==> src/rtl/srff_bank.sv <==
// srff_bank: WIDTH independent set/reset flags with preset, collision policy
// and optional auto-clear; `SRFF_BANK_COLL_CNT_EN adds a collision counter.
module srff_bank #(
  parameter int WIDTH          = 8,
  parameter int COLLIDE_MODE   = 0,
  parameter int AUTOCLR_CYCLES = 0,
  parameter int CNT_W          = 8
) (
  input  logic             clk,
  input  logic             rst,
  input  logic [WIDTH-1:0] P,
  input  logic [WIDTH-1:0] S,
  input  logic [WIDTH-1:0] R,
  output logic [WIDTH-1:0] Q,
  output logic [WIDTH-1:0] Q_b,
  output logic [WIDTH-1:0] collide
`ifdef SRFF_BANK_COLL_CNT_EN
  ,
  input  logic             cnt_clr,
  output logic [CNT_W-1:0] coll_cnt
`endif
);

  localparam bit AC_EN = (AUTOCLR_CYCLES > 0);
  localparam int TW =
    AC_EN ? $clog2(AUTOCLR_CYCLES + 1) : 1;
  localparam logic [TW-1:0] T_LAST =
    TW'(AC_EN ? AUTOCLR_CYCLES - 1 : 0);

  logic [WIDTH-1:0] q_q, q_d;
  logic [WIDTH-1:0] col_q, col_d;
  logic [WIDTH-1:0] set_ev;
  logic [TW-1:0]    tmr_q [WIDTH];
  logic [TW-1:0]    tmr_d [WIDTH];

  always_comb begin
    q_d    = q_q;
    col_d  = '0;
    set_ev = '0;
    for (int i = 0; i < WIDTH; i++) begin
      tmr_d[i] = '0;
      if (!P[i]) begin
        q_d[i]    = 1'b1;
        set_ev[i] = 1'b1;
      end else begin
        unique case ({S[i], R[i]})
          2'b01: q_d[i] = 1'b0;
          2'b10: begin
            q_d[i]    = 1'b1;
            set_ev[i] = 1'b1;
          end
          2'b11: begin
            col_d[i] = 1'b1;
            case (COLLIDE_MODE)
              1: begin
                q_d[i]    = 1'b1;
                set_ev[i] = 1'b1;
              end
              2: q_d[i] = 1'b0;
              3: begin
                q_d[i]    = ~q_q[i];
                set_ev[i] = ~q_q[i];
              end
              default: ;
            endcase
          end
          default: ;
        endcase
      end
      // High with no new set event: advance toward the timeout
      if (AC_EN && !set_ev[i] && q_q[i] && q_d[i]) begin
        if (tmr_q[i] == T_LAST)
          q_d[i] = 1'b0;
        else
          tmr_d[i] = tmr_q[i] + 1'b1;
      end
    end
  end

  always_ff @(posedge clk or negedge rst) begin
    if (!rst) begin
      q_q   <= '0;
      col_q <= '0;
      for (int i = 0; i < WIDTH; i++)
        tmr_q[i] <= '0;
    end else begin
      q_q   <= q_d;
      col_q <= col_d;
      for (int i = 0; i < WIDTH; i++)
        tmr_q[i] <= tmr_d[i];
    end
  end

  assign Q       = q_q;
  assign Q_b     = ~q_q;
  assign collide = col_q;

`ifdef SRFF_BANK_COLL_CNT_EN
  // Sum is wide enough to hold max count plus a full-bank increment
  localparam int SW = CNT_W + $clog2(WIDTH + 1);
  localparam logic [SW-1:0] CMAX = SW'({CNT_W{1'b1}});

  logic [CNT_W-1:0] cnt_q, cnt_d;
  logic [SW-1:0]    sum;

  always_comb begin
    sum = SW'(cnt_q);
    for (int i = 0; i < WIDTH; i++)
      sum = sum + SW'(col_d[i]);
    if (cnt_clr)
      cnt_d = '0;
    else if (sum > CMAX)
      cnt_d = {CNT_W{1'b1}};
    else
      cnt_d = sum[CNT_W-1:0];
  end

  always_ff @(posedge clk or negedge rst) begin
    if (!rst)
      cnt_q <= '0;
    else
      cnt_q <= cnt_d;
  end

  assign coll_cnt = cnt_q;
`endif

endmodule

==> config.mk <==
export PLATFORM = sky130hd
export DESIGN_NAME = srff_bank
export DESIGN_NICKNAME = d
export VERILOG_FILES = /design/src/rtl/srff_bank.sv
export SDC_FILE = /design/constraint.sdc
export NUM_CORES = 1
export LEC_CHECK = 0
export CORE_MARGIN = 3
export CORE_UTILIZATION = 30
export CTS_CLUSTER_DIAMETER = 40
export DETAILED_ROUTE_END_ITERATION = 6
export PLACE_DENSITY = 0.84
export SLEW_MARGIN = 20
export SYNTH_ARGS = -nofsm -noshare
export SYNTH_HDL_FRONTEND = slang
export SYNTH_SLANG_ARGS = --single-unit
==> constraint.sdc <==
create_clock -name clk -period 0.8 [get_ports clk]
set_input_delay 0.12 -clock clk [delete_from_list [all_inputs] [get_ports clk]]
set_output_delay 0.12 -clock clk [all_outputs]
set_load 0.03 [all_outputs]
; Word level (Yosys, flattened, before mapping)
; Cells that the tools add are included.
[op_classes]
eq_ne = 32
muxes = 32
bitwise_logic = 1
[ops]
columns = cell, n
row1 = "== test 2 bit, second input constant", 16
row2 = two-way mux 1 bit, 24
row3 = "inequality test 3 x 1 -> 1 bit, second input constant", 8
row4 = "== test 2 x 1 -> 1 bit, second input constant", 8
row5 = one-hot mux 1 bit (2 select lines), 8
row6 = inverter 8 bit, 1
[totals]
regBits = 16
input_bits = 26
word_cells = 74

; Longest topological paths before layout
; Gate-level depths: netlist of run 1.
[logic_depth]
depth_word = 3
depth_mapped = 2
mapped_depth_nobuf = 2

; Least setup slack after synthesis of run 1
; OpenSTA, ideal clock, no wires.
[synth_path]
kind = reg-to-reg
startpoint = reg Q[1] (netlist name)
endpoint = reg q_q[1] (netlist: Q[1])
setup_ns = 0.137
t_arrival_ns = 0.850
setup_slack_ns = -0.187
stages_incl_launch_ff = 3
path_buffers = 0
synth_period_minus_slack_ns = 0.987
path_cell_list = dfrtp_1 inv_1 a31oi_1
[synth_lines]
columns = item, line
row1 = "end signal, assigned", 87  ; q_q <= q_d;
row2 = "end, declared", 30  ; logic [WIDTH-1:0] q_q, q_d;

; Worst setup path after layout of run 1
[layout_path]
startpoint = reg q_q[0] (netlist: Q[0])
endpoint = out Q_b[0]
[layout_via]
elab_chain_len = 1
[layout_rtl]
columns = item, line
row1 = inverter 8 bit, 95  ; assign Q_b = ~q_q;
row2 = "end, declared", 15  ; output logic [WIDTH-1:0] Q_b,
; No other way between the ends.

==> results of run 1 <==
through the flow:
stage                     TNS [ns]  setup slack (ns)  power [uW]
after floorplan           -0.00345          -0.00345        1130
after global placement       -2.03            -0.212        1420
after detailed placement     -2.32            -0.241        1430
after CTS                    -4.34            -0.219        2010
after global routing         -4.87            -0.256        2110
final                        -3.99            -0.219        2010
sequential cells by signal (all words and copies together), names as in the netlist:
name     flops
Q            8
collide      8
worst register-to-register path, cell delays in order, from the launching register on:
cell and delay, ns:
dfrtp_2 0.40, inv_4 0.04, buf_4 0.14, a31oi_4 0.16
logic make-up after synthesis:
kind of cell | synth area share, %
flops | 61.1
buf+inv | 4.58
simple gates | 26.7
compound gates | 7.63
final timing paths:
path,startpoint,to,slack (ns)
setup / recovery,Q[0],Q_b[0],-0.22
hold / removal,rst,Q[7],0.18
setup reg to reg,Q[4],Q[4],-0.02
hold reg to reg,Q[1],Q[1],0.59
max in group asynchronous,rst,Q[5],0.48
min in group clk,P[0],Q[0],0.44
per-layer routing:
layer  global-route usage [%]  vias to the layer above  routed length (um)
met5                        0                        -                   0
met4                     3.83                        0                   0
met3                     4.84                        0                 215
met2                     22.9                       33                 839
met1                     12.6                      306                 618
li1                         -                      316                   -
Yosys cell counts, drive strengths merged:
master and instances:
and3b 8, inv 8, and3 8, dfrtp 16
nand2b 8, a31oi 8
power by group through the flow:
stage	logic [uW]	registers (uW)	clock network [uW]
global route	646	903	557
global placement	511	905	0
finish	603	898	507
CTS	587	896	527
detailed placement	519	907	0
floorplan	136	994	0
final cells by class:
class | count | area (um^2) | share of cell area, %
clock buffer | 4 | 36.3 | 2.68
inverter | 8 | 50.0 | 3.70
multi-input combinational | 32 | 240 | 17.8
sequential | 16 | 410 | 30.3
tap | 27 | 33.8 | 2.50
timing repair buffer | 56 | 582 | 43.0
what timing repair did:
item / CTS / global route
setup buffers: 6 / 1
pin swaps: 0 / 1
setup endpoints to repair: 24 / 25
hold endpoints to repair: 0 / 0
hold buffers: 0 / 0
resized for setup: 19 / 6
==> metrics, run 1 <==
status=finished with violations; failing checks=setup timing; Leak=0.000663 uW; max-slew violations=0; sequential share of the synthesized area=61.1%; area of the die=2780 um^2; H-tree depth=1; r2r worst-path depth=3; # rows=16; Core Box Area=2020 um^2; WP data required=0.68 ns; Syn. warnings=0; Seq pwr share=44.7%; Synth area leader=dfrtp_1; initial core utilization=32.4%; drt pass-1 iters=3; Fmax=981 MHz; Bufs and invs on worst path=2; Switch Pwr=549 uW; gpl congestion=0.642; # clock sinks=16; critical path arrival=0.90 ns; WS Path Type=reg2out; Worst VDD drop=777 uV; count of non-filler cells in the finished layout=143; initial antenna violation count=0; max cap viols=0; clk root buf=clkbuf_4; Avg Cell Area, Syn=11.7 um^2; Overflow after GRT=0; Slew @ Worst Pin=0.175 ns; Worst Path Max Fanout=2; clock network power share=25.3%; setup violators final=25; post-route cell area=1350 um^2; clk slew on worst S/H paths=0.09 ns; slowest stage delay, CP=0.44 ns; power density cells=1480 nW/um^2; Via Count=655; CP startpoint kind=register; Skew-Pair Late Insertion Delay=0.27 ns; largest net degree at the start of global routing=17; CP max-delay cell=dfrtp_2; Post-Place Cells=133; total wire length=1670 um; CP delay by family, top=flip-flops; nets@finish=143; Die Y=52.8 um; Num CTS Buffers=3; CP Cell Sequence=inv_4, buf_6; Final Core Density=66.9%; top cell type's share of synthesized area=61.1%; via/cell ratio=4.58; commonest non-fill, non-tap cell in the layout=clkdlybuf4s50_1; Area Overhead vs Synth=106%; CTS tree=done; number of synthesized register bits=16; Net Sw Frac=27.4%; First DRT Iteration DRCs=1; Hold Fails Final Rpt=0; ranking of synthesized cells by area=dfrtp_1 61%, and3b_1 11%, a31oi_1 7.6%; ANT cells=0; most frequent cells in the layout=25 x clkdlybuf4s50_1, 23 x buf_6; DRC=0; Post-DP HPWL=1290 um; Logic pwr share=30.0%; Post-Syn Area=656 um^2; Die Wd=52.8 um; P_int=1460 uW; Rel. slew slack=88.3%; Placed Area=1170 um^2; DRT antenna net count=0; number of cells on the critical path=2; share of cells above drive strength 1=48.3%; Final Cycle Share=127%; endpoint class of the critical path=output pin; clock buffer depth=2; IO buf count=49; HP Class=in2async; # IOs=50; RSZ-0062 raised after global routing=true; GRT Util Overall=12.4%; wire per inst=11.7 um; vias in the first global route=628; Synth Net Count=82; Final min period=1.02 ns; fillers=159; post-route setup slack=-0.219 ns; first-pass GRT wire length=2590 um; clock skew=0 ns; post-synthesis cell type count=7; hold slack final=0.183 ns; Post-Syn Instances=56
Note: power is estimated with default switching activity, not from simulation.
==> inputs of run 2 (changes only) <==
SETUP_SLACK_MARGIN = 0.5   (was unset)
==> metrics, run 2 (synthesized netlist as in run 1, its figures left out) <==
RSZ-0062 raised after global routing=true (unchanged); IO buf count=49 (unchanged); Slew @ Worst Pin=0.158 ns (was 0.175 ns); Via Count=675 (was 655); r2r worst-path depth=4 (was 3); Die Wd=52.8 um (unchanged); max-slew violations=0 (unchanged); Final Core Density=70.0% (was 66.9%); wire per inst=13.2 um (was 11.7 um); Die Y=52.8 um (unchanged); most frequent cells in the layout=26 x buf_6, 16 x dfrtp_2, 9 x clkdlybuf4s15_2 (was 25 x clkdlybuf4s50_1, 23 x buf_6); clk slew on worst S/H paths=0.09 ns (about the same); Overflow after GRT=0 (unchanged); clk root buf=clkbuf_4 (unchanged); CTS tree=done (unchanged); power density cells=1430 nW/um^2 (was 1480 nW/um^2); max cap viols=0 (unchanged); # IOs=50 (unchanged); ANT cells=0 (unchanged); count of non-filler cells in the finished layout=144 (was 143); nets@finish=144 (was 143); failing checks=hold timing, setup timing (was setup timing); First DRT Iteration DRCs=0 (was 1); Core Box Area=2020 um^2 (unchanged); area of the die=2780 um^2 (unchanged); HP Class=in2async (unchanged); initial antenna violation count=0 (unchanged); Worst VDD drop=863 uV (was 777 uV); initial core utilization=32.4% (unchanged); # rows=16 (unchanged); post-route setup slack=-0.226 ns (was -0.219 ns); vias in the first global route=696 (was 628); post-route cell area=1420 um^2 (was 1350 um^2); Final min period=1.03 ns (was 1.02 ns); Num CTS Buffers=3 (unchanged); FF-to-FF End=Q[3] (was Q[4]); Post-DP HPWL=1470 um (was 1290 um); WS Path Type=reg2out (unchanged); # clock sinks=16 (unchanged); total wire length=1910 um (was 1670 um); CP startpoint kind=register (unchanged); GRT Util Overall=15.0% (was 12.4%); Rel. slew slack=89.5% (was 88.3%); Post-Place Cells=134 (was 133); status=finished with violations (unchanged); Worst Path Max Fanout=2 (unchanged); share of cells above drive strength 1=75.2% (was 48.3%); setup violators final=25 (unchanged); hold slack final=-0.0587 ns (was 0.183 ns); r2r setup slk=-0.08 ns (was -0.02 ns); Final Cycle Share=128% (was 127%); Leak=0.000667 uW (was 0.000663 uW); clock buffer depth=2 (unchanged); Placed Area=1220 um^2 (was 1170 um^2); largest net degree at the start of global routing=13 (was 17); DRT antenna net count=0 (unchanged); Skew-Pair Late Insertion Delay=0.27 ns (about the same); clock skew=0 ns (unchanged); critical path arrival=0.91 ns (was 0.90 ns); WP data required=0.68 ns (about the same); gpl congestion=0.657 (was 0.642); DRC=0 (unchanged); endpoint class of the critical path=output pin (unchanged); Fmax=974 MHz (was 981 MHz); commonest non-fill, non-tap cell in the layout=buf_6 (was clkdlybuf4s50_1); Area Overhead vs Synth=116% (was 106%); fillers=156 (was 159); first-pass GRT wire length=3020 um (was 2590 um); H-tree depth=1 (unchanged); r2r startpoint=Q[3] (was Q[4]); via/cell ratio=4.69 (was 4.58); drt pass-1 iters=1 (was 3); Hold Fails Final Rpt=16 (was 0)
-- run 2: worst max-delay path, stage by stage, from the launching register on --
cell     delay [ns]
dfrtp_2        0.44
inv_4          0.07
buf_6          0.12
-- run 2: layout make-up --
cell class,instances,area [um^2],share of cell area (%)
multi-input cells,32,305,21.6
flip-flops and latches,16,420,29.7
inverters,8,50.0,3.53
clock buffers,4,36.3,2.56
repair buffers,57,571,40.3
well taps,27,33.8,2.39
-- run 2: through the flow --
step	TNS (ns)	power [uW]	setup slack (ns)	hold WS, ns
2_1_floorplan	0	1140	0.00245	-0.176
3_3_place_gp	-2.02	1440	-0.214	0.490
3_5_place_dp	-2.41	1450	-0.273	0.504
4_1_cts	-4.45	1990	-0.214	-0.0599
5_1_grt	-5.48	2150	-0.280	-0.0567
6_report	-4.32	2030	-0.226	-0.0587
-- run 2: worst max path at each step --
| stage | startpoint | end | slack (ns) | depth (start not counted) |
|---|---|---|---|---|
| after floorplan | Q[0] | Q[0] | 0.002 | 2 |
| after global placement | S[0] | Q[0] | -0.21 | 3 |
| after detailed placement | S[7] | Q[7] | -0.27 | 3 |
| after CTS | Q[5] | Q_b[5] | -0.21 | 2 |
| after global routing | Q[3] | Q_b[3] | -0.28 | 2 |
| final | Q[3] | Q_b[3] | -0.23 | 2 |
-- run 2: layer usage --
metal	wire length [um]	share of wire [%]	global-route usage, %
met1	734	39	15.4
met2	1030	54	29.3
met3	129	6.8	2.85
met4	14	0.73	5.11
met5	0	0	0
-- run 2: power breakdown --
part	switching [uW]	internal [uW]	total (uW)
logic	302	317	619
clock network	234	276	511
registers	42.5	859	901
-- run 2: timing repair --
item,4_1_cts,5_1_grt
endpoints found under the setup margin,56,33
endpoints found under the hold margin,16,16
setup buffers,5,1
gates cloned,0,0
resized for setup,87,16
pin swaps,1,1
